### src/rtl/mult_share_arbiter_pkg.sv
// Shared definitions for the multiplier-sharing arbiter: controller state
// encoding, default sizes and the packed-operand slicing helper.
package mult_arb_pkg;

    typedef enum logic [1:0] {
        IDLE  = 2'd0,
        ISSUE = 2'd1,
        WAIT  = 2'd2,
        RESP  = 2'd3
    } arb_state_t;

    localparam int MULT_N_DEFAULT    = 4;
    localparam int MULT_NREQ_DEFAULT = 4;

    // LSB position of requester idx's operand inside a packed operand bus
    function automatic int slice_lsb(input int idx, input int width);
        return idx * width;
    endfunction

endpackage

### src/rtl/mult_share_arbiter_rr_picker.sv
// Combinational round-robin picker: finds the first asserted request at or
// above the pointer, wrapping from NREQ-1 back to 0. Shared with other
// shared-resource labs, so it carries no knowledge of the multiplier.
module rr_picker
    import mult_arb_pkg::*;
#(
    parameter int NREQ = MULT_NREQ_DEFAULT,
    parameter int IDW  = (NREQ > 1) ? $clog2(NREQ) : 1
) (
    input  logic [NREQ-1:0] req,
    input  logic [IDW-1:0]  ptr,
    output logic [NREQ-1:0] winner_onehot,
    output logic [IDW-1:0]  winner_idx,
    output logic            any_req
);

    assign any_req = |req;

    // Walk the requesters starting at the pointer and keep the first hit
    always_comb begin
        logic             found;
        logic [IDW-1:0]   cand;
        winner_onehot = '0;
        winner_idx    = '0;
        found         = 1'b0;
        cand          = '0;
        for (int k = 0; k < NREQ; k++) begin
            cand = IDW'((int'(ptr) + k) % NREQ);
            if (!found && req[cand]) begin
                found               = 1'b1;
                winner_idx          = cand;
                winner_onehot[cand] = 1'b1;
            end
        end
    end

endmodule

### src/rtl/mult_share_arbiter.sv
// Shares one sequential signed multiplier core among NREQ requesters.
// A round-robin winner's operands are latched and handed to the core; the
// product comes back tagged with the requester index on a valid/ready port.
// Optional build macro MULT_ARB_ZERO_BYPASS_EN: when a winner has a zero
// operand the core is skipped and a zero product is returned directly.
module mult_share_arbiter
    import mult_arb_pkg::*;
#(
    parameter int NREQ = MULT_NREQ_DEFAULT,
    parameter int N    = MULT_N_DEFAULT,
    parameter int IDW  = (NREQ > 1) ? $clog2(NREQ) : 1
) (
    input  logic              CLK,
    input  logic              RESET,
    input  logic [NREQ-1:0]   REQ,
    input  logic [NREQ*N-1:0] REQ_PLICAND,
    input  logic [NREQ*N-1:0] REQ_PLIER,
    output logic [NREQ-1:0]   GNT,
    output logic              RSP_VALID,
    input  logic              RSP_READY,
    output logic [IDW-1:0]    RSP_ID,
    output logic [2*N-1:0]    RSP_PRODUCT,
    output logic              M_START,
    output logic [N-1:0]      M_PLICAND,
    output logic [N-1:0]      M_PLIER,
    input  logic              M_DONE,
    input  logic [2*N-1:0]    M_PRODUCT,
    output logic              BUSY,
    output logic [1:0]        STATE
);

`ifdef MULT_ARB_ZERO_BYPASS_EN
    localparam bit BYPASS_EN = 1'b1;
`else
    localparam bit BYPASS_EN = 1'b0;
`endif

    arb_state_t       state;
    logic [IDW-1:0]   ptr;
    logic [IDW-1:0]   ptr_next;
    logic [NREQ-1:0]  win_onehot;
    logic [IDW-1:0]   win_idx;
    logic             any_req;
    logic             win_zero;
    logic             bypass;
    logic [N-1:0]     plicand_arr [NREQ];
    logic [N-1:0]     plier_arr   [NREQ];

    for (genvar i = 0; i < NREQ; i++) begin : g_unpack
        assign plicand_arr[i] = REQ_PLICAND[slice_lsb(i, N) +: N];
        assign plier_arr[i]   = REQ_PLIER[slice_lsb(i, N) +: N];
    end

    rr_picker #(
        .NREQ (NREQ),
        .IDW  (IDW)
    ) u_picker (
        .req           (REQ),
        .ptr           (ptr),
        .winner_onehot (win_onehot),
        .winner_idx    (win_idx),
        .any_req       (any_req)
    );

    assign win_zero = BYPASS_EN &&
                      ((plicand_arr[win_idx] == '0) || (plier_arr[win_idx] == '0));
    assign ptr_next = (int'(RSP_ID) == NREQ - 1) ? '0 : RSP_ID + IDW'(1);
    assign BUSY     = (state != IDLE);
    assign STATE    = state;

    // Controller FSM: grant, start the core, wait for done, hold the response
    always_ff @(posedge CLK) begin
        if (RESET) begin
            state       <= IDLE;
            ptr         <= '0;
            GNT         <= '0;
            M_START     <= 1'b0;
            RSP_VALID   <= 1'b0;
            RSP_ID      <= '0;
            RSP_PRODUCT <= '0;
            M_PLICAND   <= '0;
            M_PLIER     <= '0;
            bypass      <= 1'b0;
        end else begin
            GNT     <= '0;
            M_START <= 1'b0;
            case (state)
                IDLE: begin
                    if (any_req) begin
                        M_PLICAND <= plicand_arr[win_idx];
                        M_PLIER   <= plier_arr[win_idx];
                        RSP_ID    <= win_idx;
                        bypass    <= win_zero;
                        GNT       <= win_onehot;
                        M_START   <= !win_zero;
                        state     <= ISSUE;
                    end
                end
                ISSUE: begin
                    ptr <= ptr_next;
                    if (bypass) begin
                        RSP_PRODUCT <= '0;
                        RSP_VALID   <= 1'b1;
                        state       <= RESP;
                    end else begin
                        state <= WAIT;
                    end
                end
                WAIT: begin
                    if (M_DONE) begin
                        RSP_PRODUCT <= M_PRODUCT;
                        RSP_VALID   <= 1'b1;
                        state       <= RESP;
                    end
                end
                RESP: begin
                    if (RSP_READY) begin
                        RSP_VALID <= 1'b0;
                        state     <= IDLE;
                    end
                end
                default: state <= IDLE;
            endcase
        end
    end

endmodule

### config.mk
export PLATFORM = sky130hd
export DESIGN_NAME = mult_share_arbiter
export DESIGN_NICKNAME = d
export VERILOG_FILES = /design/src/rtl/mult_share_arbiter_pkg.sv /design/src/rtl/mult_share_arbiter_rr_picker.sv /design/src/rtl/mult_share_arbiter.sv
export SDC_FILE = /design/constraint.sdc
export NUM_CORES = 1
export LEC_CHECK = 0
export CAP_MARGIN = 15
export CORE_UTILIZATION = 45
export DETAILED_ROUTE_END_ITERATION = 16
export GPL_TIMING_DRIVEN = 1
export PLACE_DENSITY = 0.92
export SYNTH_ARGS = -nofsm -noshare
export SYNTH_HDL_FRONTEND = slang
export SYNTH_SLANG_ARGS = --single-unit
### constraint.sdc
create_clock -name CLK -period 3.83 [get_ports CLK]
set_clock_uncertainty 0.1 [all_clocks]
set_input_delay 0.5745 -clock CLK [delete_from_list [all_inputs] [get_ports CLK]]
set_output_delay 0.5745 -clock CLK [all_outputs]
set_load 0.03 [all_outputs]
== Word level (Yosys, flattened, before mapping) ==
Cells that the tools add are included.
Storage, ports and cells
  input bits: 48
  word-level logic and storage cells: 101
  output and inout port bits: 27
  bits in registers: 28
Operators by class
  order comparisons: 9
  bitwise operators: 7
  equality and inequality tests: 7
  muxes and demuxes: 44
  reduce and logical (&&, ||, !) cells: 21
  add/subtract/negate cells: 4
Operators by type and width (count)
  $mux W4: 8
  $bmux W4 S2: 2
  $mux W2: 8
  $mux W8: 2
  $mux W1: 14
  $lt A2 B3 Y1 const B: 4
  $or A4 B4 Y4: 3
  $bmux W1 S2: 4
  $demux W1 S2: 4
  $ge A2 B1 Y1 const B: 4
  $pmux W2 S4: 1
  $logic_and A1 B1 Y1: 7
  $ne A2 B2 Y1 const B: 3
  $reduce_and A3 Y1: 2
  $add A2 B1 Y2 const B: 2
  $add A2 B2 Y2 const B: 2
  $eq A2 B1 Y1 const B: 2
  $eq A2 B2 Y1 const B: 2
  $reduce_and A4 Y1: 1
  $reduce_bool A2 Y1: 2
  $reduce_or A4 Y1: 1
  $ge A3 B3 Y1 const B: 1
  $logic_not A1 Y1: 3
  $not A1 Y1: 3
  7 further kinds: 7

== Depth between registers and ports, before layout ==
  word-level depth: 16
  depth in mapped cells: 11
  mapped depth without buffers: 9

== Cells and area by module ==
Synthesis repeated with hierarchy kept, for this count alone.
Unflattened totals
  cell total of the unflattened synthesis: 182
  area, all modules: 1691.6 µm²
Modules (own cells, without submodules)
  mult_share_arbiter: area an instance 1280.0 µm², cells each 133, instances 1
  rr_picker: area an instance 411.6 µm², cells each 49, instances 1

== Worst setup path before layout ==
Ideal clock, no wire load.
  path type: reg2reg
  start point: register ptr[0]
  end point: register M_PLICAND[0]
  stages on the path, launching flop included: 10
  arrival: 2469 ps
  setup slack: 1134 ps
  path buffers: 1
  clock period less this slack: 2696 ps
  cells stage by stage: dfxtp_1 > buf_2 > inv_1 > ha_1 > mux4_2 > and3_4 > nor3_4 > nor2b_1 > o32ai_1 > o21ai_1
Between the ends
  longest elaborated chain between the ends: 16
  elaborated cells between the ends (all ways): 28
RTL lines
  from (decl): line mult_share_arbiter.sv:39  | logic [IDW-1:0] ptr;
  from (signal assigned): line mult_share_arbiter.sv:100  | ptr <= ptr_next;
  branches (longest 11 deep; another with $add A2 B1 Y2)
  $mux W2 *: line mult_share_arbiter_rr_picker.sv:29  | if (!found && req[cand]) begin
  $not A2 Y3 (not written as such) *: line mult_share_arbiter.sv:90  | M_PLICAND <= plicand_arr[win_idx];
  $bmux W4 S2 *: line mult_share_arbiter.sv:90
  $mux W4 (not written as such) * (2 in series): line mult_share_arbiter.sv:90
  to (signal assigned): line mult_share_arbiter.sv:90
  to (decl): line mult_share_arbiter.sv:24  | output logic [N-1:0] M_PLICAND,
Mark *: on every way between the ends. The select of a mux whose other input is x is not followed.
A chain may end at the register's enable or synchronous reset.

== Worst setup path after layout ==
  start point: register ptr[0]
  end point: register M_PLICAND[3]
The elaborated chain is that of the path after synthesis.

==> qor.txt <==
Yosys top cell area share -> 27.4%
most frequent cells in the layout -> clkdlybuf4s50_1, nand2_1, dfxtp_1
Post-Place Setup Slack -> 0.731 ns
outcome -> finished clean
starting density of the core -> 46.9%
GRT Total Usage -> 23.8%
I/O pins -> 75
final setup vio count -> 0
die area -> 4810 sq um
top cell type by total area after synthesis -> dfxtp_1
clock network fraction of design power -> 12.8%
drt pass-1 iters -> 4
R2R Setup Slk -> 0.95 ns
share of cells above drive strength 1 -> 6.15%
final hold viol count -> 0
Initial DRC Count -> 213
post-synthesis cell type count -> 46
FF/Latch Area -> 561 sq um
most common cell after layout, fill and taps aside -> clkdlybuf4s50_1
multi-input logic area -> 1360 sq um
ANT cells -> 0
fin worst setup slack -> 0.949 ns
total power -> 1.90 mW
core area -> 4350 sq um
Slew Limit Headroom -> 38.6%
Internal -> 1.03 mW
CTS Buf Count -> 3
CP Data Required Time -> 3.90 ns
worst hold path type -> reg -> reg
final core utilization -> 66.2%
NetSw -> 0.869 mW
Area growth syn-to-layout -> 41.0%
Longest Clk Path Bufs -> 2
Critical Path AT -> 2.95 ns
Final HPWL DP -> 4000 microns
DRT antenna net count -> 0
height of the chip -> 69.4 microns
Via density -> 5.82
clock latency at the later pin of the worst-skew pair -> 0.28 ns
Layout fillers -> 342
H-Tree Depth -> 1
Resized Gates After CTS -> 0
Mapped Nets -> 318
port bufs -> 74
Comb pwr share -> 64.8%
global route total overflow -> 0
Worst Path Max Fanout -> 12
Ys Warns -> 0
vias in the first global route -> 2107
power density cells -> 659 nW/um^2
syn_area_per_cell -> 7.89 sq um
root buffer cell -> clkbuf_8
initial antenna violation count -> 0
Post-CTS Hold Fix Bufs -> 0
Num Clock Sinks -> 28
global-route wire length before repair -> 9560 microns
ys flop type -> dfxtp_1
hold slack final -> 0.366 ns
Max Fclk -> 347 MHz
via count -> 2196
Slew Limit Fails -> 0
Period minus WS final -> 2.88 ns
critical path type -> reg -> reg
drt drc -> 0
Placement Rows -> 24
Worst-Margin Slew -> 0.913 ns
WL final -> 5530 microns
flops & latches, synth -> 28
Post-synth EDFFs -> 0
RD Place Congestion -> 0.834
Sequential Power Share -> 22.4%
part of the Yosys area used for sequential elements -> 27.4%
TNS Setup -> 0 ns
critical path launch point type -> flip-flop
CTS tree -> done
Gate Count Post-Synth -> 259
Post-Syn Area -> 2040 sq um
clk slew on worst S/H paths -> 0.10 ns
largest net degree at the start of global routing -> 35
Sw Ratio -> 45.7%
Critical Path End Type -> flip-flop
Setup Fix Bufs, Post-CTS -> 0
Leakage -> 1.13 nW
ys async rst share -> 0%
Final nets -> 385
max-capacitance violation count -> 0
routed len/inst -> 14.7 microns
final worst-path cycle share -> 75.2%
largest cells by area after synthesis -> dfxtp_1, mux2i_1, ha_1
IR drop worst, VDD -> 0.000391 V
Die X -> 69.4 microns
setup repair after global routing missed its margin -> false
-- cells by family (layout without fill, tap and decap cells) --
kind of cell / Yosys count / after routing / share of synthesized area (%)
multiplexers: 17 / 17 / 9.61
AND/OR/NAND/NOR: 109 / 109 / 27.2
flip-flops: 28 / 28 / 27.4
adder cells (fa/ha/maj): 11 / 11 / 6.74
AO/OA/AOI/OAI: 66 / 66 / 22.7
buffers and inverters: 28 / 94 / 6.37
-- routing by layer --
| metal | up-vias | wire length, microns | GRT usage [%] |
|---|---|---|---|
| met5 | - | 0 | 0 |
| met1 | 1001 | 2380 | 31.2 |
| met3 | 8 | 437 | 4.07 |
| met2 | 103 | 2620 | 39.7 |
| met4 | 0 | 85 | 7.26 |
| li1 | 1084 | - | - |
-- registers in the layout (all words and copies together), names as in the netlist --
| signal | cells |
|---|---|
| M_PLIER | 4 |
| RSP_ID | 2 |
| RSP_VALID | 1 |
| RSP_PRODUCT | 8 |
| ptr | 2 |
| STATE | 2 |
| M_START | 1 |
| M_PLICAND | 4 |
| GNT | 4 |
-- Yosys cell counts, types with 8 or more instances --
cell type  instances
dfxtp_1           28
nor2b_1           10
mux2i_1           14
buf_2             11
inv_1              9
nand3_1           24
nand2_1           31
o32ai_1            8
o21ai_1            8
o21ai_0            9
a21oi_1           12
a22o_1             8
nor2_1            19
ha_1              11
-- worst max-delay path, stage by stage (launching register included) --
cell	delay, ns
dfxtp_1	0.35
inv_1	0.10
ha_1	0.55
mux4_2	0.64
and3_4	0.23
nor3_4	0.30
nor2b_1	0.09
o32ai_1	0.30
o21ai_1	0.11
-- power by group through the flow --
| stage | Clock, mW | Sequential, mW | Combinational, mW |
|---|---|---|---|
| CTS | 0.245 | 0.425 | 1.23 |
| global placement | 0 | 0.427 | 1.20 |
| finish | 0.243 | 0.426 | 1.23 |
| global route | 0.257 | 0.437 | 1.35 |
| detailed placement | 0 | 0.431 | 1.23 |
| floorplan | 0 | 0.563 | 0.730 |
-- final timing paths --
check / from / to / cells after the start
setup reg to reg: ptr[0]$_SDFFE_PP0N_ / M_PLICAND[3]$_SDFFE_PP0P_ / 8
hold / removal: RSP_PRODUCT[3]$_SDFFE_PP0P_ / RSP_PRODUCT[3]$_SDFFE_PP0P_ / 2
setup / recovery: ptr[0]$_SDFFE_PP0N_ / M_PLICAND[3]$_SDFFE_PP0P_ / 8
hold reg to reg: RSP_PRODUCT[3]$_SDFFE_PP0P_ / RSP_PRODUCT[3]$_SDFFE_PP0P_ / 2
-- metrics by stage --
step,area [sq um],std cells
5_1_grt,2880,377
2_1_floorplan,2040,259
3_5_place_dp,2810,373
4_1_cts,2880,377
3_3_place_gp,2810,373
6_report,2880,377
-- area by class of cell --
class / count / area share (%)
Inverter: 9 / 1.17
Sequential cell: 28 / 19.5
Tap cell: 52 / 2.26
Clock inverter: 1 / 1.04
Clock buffer: 3 / 1.43
Timing Repair Buffer: 81 / 27.5
Multi-Input combinational cell: 203 / 47.1
(Power assumes the default switching activity.)
